**config.mk**
```make
export PLATFORM = sky130hd
export DESIGN_NAME = dcache_wt
export DESIGN_NICKNAME = d
export VERILOG_FILES = /design/src/rtl/dcache_wt_pkg.sv /design/src/rtl/dcache_line_store.sv /design/src/rtl/dcache_wt.sv
export SDC_FILE = /design/constraint.sdc
export NUM_CORES = 2
export LEC_CHECK = 0
export CAP_MARGIN = 20
export CORE_MARGIN = 5
export CORE_UTILIZATION = 30
export DETAILED_ROUTE_END_ITERATION = 8
export PLACE_DENSITY = 0.5
export SETUP_SLACK_MARGIN = 0.3
export SLEW_MARGIN = 20
export SYNTH_ARGS = -nofsm -noshare
export SYNTH_HDL_FRONTEND = slang
export SYNTH_HIERARCHICAL = 1
export SYNTH_SLANG_ARGS = --single-unit
export TNS_END_PERCENT = 5
```
**constraint.sdc**
```tcl
create_clock -name clk -period 9.65 [get_ports clk]
set_clock_uncertainty 0.15 [all_clocks]
set_input_delay 1.93 -clock clk [delete_from_list [all_inputs] [get_ports clk]]
set_output_delay 1.93 -clock clk [all_outputs]
set_load 0.02 [all_outputs]
```
**src/rtl/dcache_wt_pkg.sv**
```systemverilog
// Shared definitions for the write-through direct-mapped data cache:
// request encodings, default geometry, address field positions and FSM states.
package dcache_wt_pkg;

    localparam int ADDR_W  = 32;
    localparam int DATA_W  = 32;
    localparam int LINES   = 64;
    localparam int IDX_LSB = 2;
    localparam int IDX_MSB = 7;
    localparam int TAG_LSB = 8;
    localparam int TAG_MSB = 31;

    typedef enum logic [1:0] {
        RWE_IDLE  = 2'b00,
        RWE_READ  = 2'b01,
        RWE_WRITE = 2'b10
    } rwe_e;

    typedef enum logic [2:0] {
        ST_IDLE    = 3'd0,
        ST_RD_REQ  = 3'd1,
        ST_RD_WAIT = 3'd2,
        ST_WR_REQ  = 3'd3,
        ST_WR_WAIT = 3'd4,
        ST_RESP    = 3'd5
    } state_e;

endpackage

```
**src/rtl/dcache_line_store.sv**
```systemverilog
// Tag/valid/data arrays for one-word lines: one asynchronous read port,
// one byte-enabled write port that also marks the line valid, and a valid clear.
module dcache_line_store
    import dcache_wt_pkg::*;
#(
    parameter int LINES_P  = 64,
    parameter int TAG_W_P  = 24,
    parameter int DATA_W_P = 32,
    localparam int IDX_W   = $clog2(LINES_P),
    localparam int BE_W    = DATA_W_P / 8
) (
    input  logic                clk,
    input  logic                rst,
    input  logic [IDX_W-1:0]    rd_idx_i,
    output logic                rd_valid_o,
    output logic [TAG_W_P-1:0]  rd_tag_o,
    output logic [DATA_W_P-1:0] rd_data_o,
    input  logic                we_i,
    input  logic [IDX_W-1:0]    wr_idx_i,
    input  logic [TAG_W_P-1:0]  wr_tag_i,
    input  logic [DATA_W_P-1:0] wr_data_i,
    input  logic [BE_W-1:0]     wr_be_i,
    input  logic                clr_i,
    input  logic [IDX_W-1:0]    clr_idx_i
);

    logic [LINES_P-1:0]  valid_q;
    logic [TAG_W_P-1:0]  tag_q  [LINES_P];
    logic [DATA_W_P-1:0] data_q [LINES_P];

    assign rd_valid_o = valid_q[rd_idx_i];
    assign rd_tag_o   = tag_q[rd_idx_i];
    assign rd_data_o  = data_q[rd_idx_i];

    // Valid bits: cleared by reset, set on any line write, cleared by invalidate.
    always_ff @(posedge clk) begin
        if (!rst) begin
            valid_q <= {LINES_P{1'b0}};
        end else begin
            if (we_i) begin
                valid_q[wr_idx_i] <= 1'b1;
            end
            if (clr_i) begin
                valid_q[clr_idx_i] <= 1'b0;
            end
        end
    end

    // Tag and data storage carry no reset; validity gates their use.
    always_ff @(posedge clk) begin
        if (we_i) begin
            tag_q[wr_idx_i] <= wr_tag_i;
            for (int b = 0; b < BE_W; b++) begin
                if (wr_be_i[b]) begin
                    data_q[wr_idx_i][b*8 +: 8] <= wr_data_i[b*8 +: 8];
                end
            end
        end
    end

endmodule

```
**src/rtl/dcache_wt.sv**
```systemverilog
// Write-through, no-write-allocate, direct-mapped data cache with one-word lines
// and a busy/done handshake towards memory; invalidates take priority in IDLE.
module dcache_wt
    import dcache_wt_pkg::*;
#(
    parameter int LINES  = dcache_wt_pkg::LINES,
    parameter int ADDR_W = dcache_wt_pkg::ADDR_W,
    parameter int DATA_W = dcache_wt_pkg::DATA_W,
    localparam int BE_W  = DATA_W / 8
) (
    input  logic              clk,
    input  logic              rst,
    input  logic [1:0]        dcache_rwe,
    input  logic [ADDR_W-1:0] dcache_addr,
    input  logic [DATA_W-1:0] dcache_w_data,
    input  logic [BE_W-1:0]   dcache_sel,
    output logic [DATA_W-1:0] dcache_r_data,
    output logic              dcache_busy,
    output logic              dcache_done,
    input  logic              dcache_flush_flag,
    input  logic [ADDR_W-1:0] dcache_flush_addr,
    output logic [1:0]        mem_rw_flag,
    output logic [ADDR_W-1:0] mem_addr,
    input  logic [DATA_W-1:0] mem_read_data,
    output logic [DATA_W-1:0] mem_write_data,
    output logic [BE_W-1:0]   mem_write_mask,
    input  logic              mem_busy,
    input  logic              mem_done
);

    localparam int IDX_W   = $clog2(LINES);
    localparam int TAG_LO  = IDX_LSB + IDX_W;
    localparam int TAG_W   = ADDR_W - TAG_LO;

    state_e              state_q, state_d;
    logic [1:0]          flag_q, flag_d;
    logic [ADDR_W-1:0]   maddr_q, maddr_d;
    logic [DATA_W-1:0]   mwdata_q, mwdata_d;
    logic [BE_W-1:0]     mmask_q, mmask_d;
    logic [DATA_W-1:0]   rdata_q, rdata_d;
    logic                busy_q, busy_d;
    logic                done_q, done_d;

    logic [IDX_W-1:0]    req_idx_s, flush_idx_s, rd_idx_s;
    logic [TAG_W-1:0]    req_tag_s, flush_tag_s, rd_tag_s;
    logic                rd_valid_s, req_hit_s, flush_hit_s;
    logic [DATA_W-1:0]   rd_data_s;
    logic                st_we_s, st_clr_s;
    logic [DATA_W-1:0]   st_wdata_s;
    logic [BE_W-1:0]     st_be_s;
    logic [ADDR_W-1:0]   word_addr_s;
    logic                unused_s;

    assign req_idx_s   = dcache_addr[TAG_LO-1:IDX_LSB];
    assign req_tag_s   = dcache_addr[ADDR_W-1:TAG_LO];
    assign flush_idx_s = dcache_flush_addr[TAG_LO-1:IDX_LSB];
    assign flush_tag_s = dcache_flush_addr[ADDR_W-1:TAG_LO];
    assign word_addr_s = {dcache_addr[ADDR_W-1:IDX_LSB], 2'b00};
    assign req_hit_s   = rd_valid_s && (rd_tag_s == req_tag_s);
    assign flush_hit_s = rd_valid_s && (rd_tag_s == flush_tag_s);
    assign unused_s    = ^{dcache_addr[IDX_LSB-1:0], dcache_flush_addr[IDX_LSB-1:0]};

    dcache_line_store #(
        .LINES_P  (LINES),
        .TAG_W_P  (TAG_W),
        .DATA_W_P (DATA_W)
    ) u_store (
        .clk        (clk),
        .rst        (rst),
        .rd_idx_i   (rd_idx_s),
        .rd_valid_o (rd_valid_s),
        .rd_tag_o   (rd_tag_s),
        .rd_data_o  (rd_data_s),
        .we_i       (st_we_s),
        .wr_idx_i   (req_idx_s),
        .wr_tag_i   (req_tag_s),
        .wr_data_i  (st_wdata_s),
        .wr_be_i    (st_be_s),
        .clr_i      (st_clr_s),
        .clr_idx_i  (flush_idx_s)
    );

    // Next-state, memory request registers and line-store control.
    always_comb begin
        state_d    = state_q;
        flag_d     = flag_q;
        maddr_d    = maddr_q;
        mwdata_d   = mwdata_q;
        mmask_d    = mmask_q;
        rdata_d    = rdata_q;
        rd_idx_s   = req_idx_s;
        st_we_s    = 1'b0;
        st_clr_s   = 1'b0;
        st_wdata_s = dcache_w_data;
        st_be_s    = {BE_W{1'b0}};
        case (state_q)
            ST_IDLE: begin
                if (dcache_flush_flag) begin
                    // The single read port is borrowed for the invalidate tag check.
                    rd_idx_s = flush_idx_s;
                    st_clr_s = flush_hit_s;
                end else if (dcache_rwe[1]) begin
                    state_d = ST_WR_REQ;
                    if (req_hit_s) begin
                        st_we_s = 1'b1;
                        st_be_s = dcache_sel;
                    end else begin
                        st_we_s = 1'b0;
                    end
                end else if (dcache_rwe == RWE_READ) begin
                    if (req_hit_s) begin
                        rdata_d = rd_data_s;
                        state_d = ST_RESP;
                    end else begin
                        state_d = ST_RD_REQ;
                    end
                end else begin
                    state_d = ST_IDLE;
                end
            end
            ST_RD_REQ: begin
                if (!mem_busy) begin
                    flag_d  = RWE_READ;
                    maddr_d = word_addr_s;
                    state_d = ST_RD_WAIT;
                end else begin
                    flag_d  = RWE_IDLE;
                end
            end
            ST_RD_WAIT: begin
                if (mem_done) begin
                    flag_d     = RWE_IDLE;
                    st_we_s    = 1'b1;
                    st_wdata_s = mem_read_data;
                    st_be_s    = {BE_W{1'b1}};
                    rdata_d    = mem_read_data;
                    state_d    = ST_RESP;
                end else begin
                    state_d    = ST_RD_WAIT;
                end
            end
            ST_WR_REQ: begin
                if (!mem_busy) begin
                    flag_d   = RWE_WRITE;
                    maddr_d  = word_addr_s;
                    mwdata_d = dcache_w_data;
                    mmask_d  = dcache_sel;
                    state_d  = ST_WR_WAIT;
                end else begin
                    flag_d   = RWE_IDLE;
                end
            end
            ST_WR_WAIT: begin
                if (mem_done) begin
                    flag_d  = RWE_IDLE;
                    state_d = ST_RESP;
                end else begin
                    state_d = ST_WR_WAIT;
                end
            end
            ST_RESP: begin
                state_d = ST_IDLE;
            end
            default: begin
                state_d = ST_IDLE;
                flag_d  = RWE_IDLE;
            end
        endcase
        busy_d = (state_d == ST_RD_REQ) || (state_d == ST_RD_WAIT) ||
                 (state_d == ST_WR_REQ) || (state_d == ST_WR_WAIT);
        done_d = (state_d == ST_RESP);
    end

    // State and registered outputs.
    always_ff @(posedge clk) begin
        if (!rst) begin
            state_q  <= ST_IDLE;
            flag_q   <= RWE_IDLE;
            maddr_q  <= {ADDR_W{1'b0}};
            mwdata_q <= {DATA_W{1'b0}};
            mmask_q  <= {BE_W{1'b0}};
            rdata_q  <= {DATA_W{1'b0}};
            busy_q   <= 1'b0;
            done_q   <= 1'b0;
        end else begin
            state_q  <= state_d;
            flag_q   <= flag_d;
            maddr_q  <= maddr_d;
            mwdata_q <= mwdata_d;
            mmask_q  <= mmask_d;
            rdata_q  <= rdata_d;
            busy_q   <= busy_d;
            done_q   <= done_d;
        end
    end

    assign mem_rw_flag    = flag_q;
    assign mem_addr       = maddr_q;
    assign mem_write_data = mwdata_q;
    assign mem_write_mask = mmask_q;
    assign dcache_r_data  = rdata_q;
    assign dcache_busy    = busy_q;
    assign dcache_done    = done_q;

endmodule

```
==> flow_summary.yaml <==
timing:
  whs_ns: 0.307
  slew_viol_final: 0
  fmax_mhz: 117
  period_minus_slack_ns: 8.54
  setup-tns-final_ns: 0
  setup_ws_ns: 1.11
  post-route-period-util_pct: 88.5
  tightest_slew_ns: 1.08
  setup_viol: 0
  rsz0062_at_grt: "no"
  hold_viol: 0
  max_slew_margin_pct: 27.7
cells_and_area:
  layout.nets: 8590
  design_area_um2: 181000
  layout_commonest_cell: "edfxtp_1"
  final_cell_mix: "3584 x edfxtp_1, 784 x mux4_2, 560 x buf_4, 392 x clkbuf_16, 386 x buf_12"
  multi_input_area_um2: 34400
  drive_above_1_share_pct: 30.2
  fin_cells: 15292
  n_fill_cell: 44839
  seqCellArea_um2: 111000
  area_growth_pct: 22.7
floorplan:
  die-height_um: 710
  initial_core_util_pct: 30.1
  rows: 257
  fp.dieArea_um2: 505000
  core_area_um2: 489000
  io_pins: 243
  die_x_um: 710
cts:
  worstSkewPairLatency_ns: 1.00
  cts-root-buf: "clkbuf_16"
  cts_inserted_buffers: 385
  h-tree-depth: 5
  cts_hold_buf: 0
  cts_setup_buffers: 0
  cts.clk_slew.worst_paths_ns: 0.06
  clock_path_buffers: 4
  clkSinkCount: 3753
  cts_resized: 0
  cts_tree: "yes"
synth:
  synth-main-ff-cell: "edfxtp_1"
  yosys_warnings: 6
  syn-cell-area_um2: 147000
  synth_top_area_share_pct: 73.1
  syn_area_per_cell_um2: 20.0
  yosys.area.top_type: "edfxtp_1"
  synth_area_leaders: "edfxtp_1 73%, mux4_2 12%, dfxtp_1 2.3%"
  synth-seq-cells: 3753
  syn_inst: 7361
  ys_types: 58
  synth-edff-count: 3584
  async_flop_share_pct: 0
  yosysSeqAreaShare_pct: 75.4
min_path:
  hold_depth: 2
  min_to: "mem_write_mask[1]"
  min-delay-start: "mem_write_mask[1]"
  min_path_type: "flop to flop"
global_route:
  grt_pass1_wl_um: 663000
  grt.overflow.total: 0
  grt_pass1_vias: 80372
  globalRouteMet1Util_pct: 26.9
  grt_busiest_layer: "met2"
  grt_max_degree: 101
  antenna_found_initial: 92
  grtUsageMet2_pct: 28.7
  grt_use_total_pct: 18.7
  grt.met3_usage_pct: 4.66
placement:
  post-dp-hpwl_um: 316000
  globalplace.congestion: 0.834
  post-place-ws_ns: 0.153
  place_area_um2: 168000
  numPortBuffers: 236
  numPlacedInstances: 14538
setup_path:
  crit_path_end_kind: "flop"
  crit_fanout: 20
  arrival_ns: 9.03
  rrSetupSlack_ns: 1.89
  r2r-start: "state_q[1]"
  rr_endpoint: "u_store/data_q[22][17]"
  cp_data_required_time_ns: 10.14
  critical_path_class: "input pin to flop"
  cp-start-kind: "input pin"
  crit_start: "dcache_flush_flag"
  rr_worst_depth: 26
route:
  num_vias: 80988
  post_drt_wl_per_cell_um: 31.7
  drt-total-wl_um: 484000
  ant_nets: 0
  drt_iter0_markers: 9649
  drtPass1Iterations: 7
  route.detailed.drc: 0
  routed_via_density: 5.30
job:
  max-cap-violations: 0
run_status:
  status: "completed"
pwr:
  power_density_nw_per_um2: 210
  leakagePower_uw: 0.0571
  irDropWorstVdd_mv: 0.142
[cell families (layout without fill, tap and decap cells)]
logic type,Yosys count,in the layout,synth area share [%]
xor+xnor,50,50,0.298
flops,3753,3753,75.4
simple gates,1073,1073,3.83
compound gates,847,847,4.13
other cells,1,47,0.00255
buf+inv,487,1897,1.73
mux,1150,1150,14.6
[flip-flops by register name (all words and copies together), names as in the netlist]
register         count
dcache_busy          1
dcache_done          1
dcache_r_data       32
mem_addr            30
mem_rw_flag          2
mem_write_data      32
mem_write_mask       4
state_q              3
u_store/data_q    2048
u_store/tag_q     1536
u_store/valid_q     64
[Yosys cell counts, drive strengths merged (2+ instances only)]
cell / count
a211o: 3
a211oi: 58
a21oi: 183
a221oi: 58
a22o: 22
a22oi: 48
a311oi: 54
a31oi: 52
and2: 270
and3: 4
buf: 256
clkbuf: 224
clkinv: 2
dfxtp: 169
edfxtp: 3584
inv: 5
mux2: 122
mux2i: 244
mux4: 784
nand2: 357
nand2b: 20
nand3: 60
nand3b: 9
nand4: 11
nor2: 94
nor2b: 67
nor3: 82
nor3b: 2
nor4: 49
o2111ai: 34
o21a: 16
o21ai: 31
o221a: 66
o221ai: 27
o22a: 17
o22ai: 171
o311ai: 5
or2: 4
or3: 3
or3b: 36
or4: 3
xnor2: 26
xor2: 24
[layer usage]
layer  share of wire (%)  vias up  wire (µm)
met5                0.13        -        639
met4                 2.3       24      11100
met3                  10      584      48500
met2                  45     3735     219000
met1                  42    43792     205000
li1                    -    32853          -
[layout make-up]
class,instances,area share [%]
Antenna cell,45,0.0623
Clock buffer,462,5.61
Clock inverter,246,1.51
Inverter,7,0.0187
Multi-Input combinational cell,3122,19.0
Sequential cell,3753,61.4
Tap cell,6475,4.48
Timing Repair Buffer,1182,7.85
[critical path, stage by stage]
cell and delay (ns):
clkdlybuf4s50_1 0.54, and2_1 0.17, buf_4 0.35, mux2_8 0.49, buf_12 0.28, buf_4 0.30, mux4_2 0.56, o22ai_1 0.37
nor4_1 0.17, buf_4 0.21, o22a_1 0.30, xnor2_1 0.36, nand4_1 0.19, buf_4 0.28, nor4_1 0.29, buf_4 0.15
a21oi_2 0.05, inv_1 0.14, buf_12 0.18, nor2b_1 0.36, nand3_1 0.19, buf_12 0.23, nor2_4 0.14, buf_12 0.22
and2_1 0.21, buf_12 0.14
[where the power goes]
part	switching, µW	total (µW)	internal (µW)
Sequential	26.4	18000	18000
Combinational	2970	4640	1670
Clock	6400	15300	8890
[through the flow]
| stage | total power (µW) | util [%] |
|---|---|---|
| 2_1_floorplan | 20800 | - |
| 3_3_place_gp | 22900 | 34.3 |
| 4_1_cts | 38200 | 36.9 |
| 5_1_grt | 39100 | 36.9 |
| 6_report | 37900 | 36.9 |
| 3_5_place_dp | 23000 | 34.3 |
[worst max-delay path by stage]
stage | slack, ns | endpoint | cells after the start
after floorplan | 1.45 | u_store/data_q[49][0] | 22
after global placement | 0.24 | u_store/tag_q[38][13] | 22
after detailed placement | 0.15 | u_store/tag_q[38][13] | 22
after CTS | 1.19 | u_store/data_q[38][5] | 23
after global routing | 0.80 | u_store/data_q[30][20] | 23
final | 1.11 | u_store/data_q[22][17] | 26
Power figures use the tool's default switching activity.
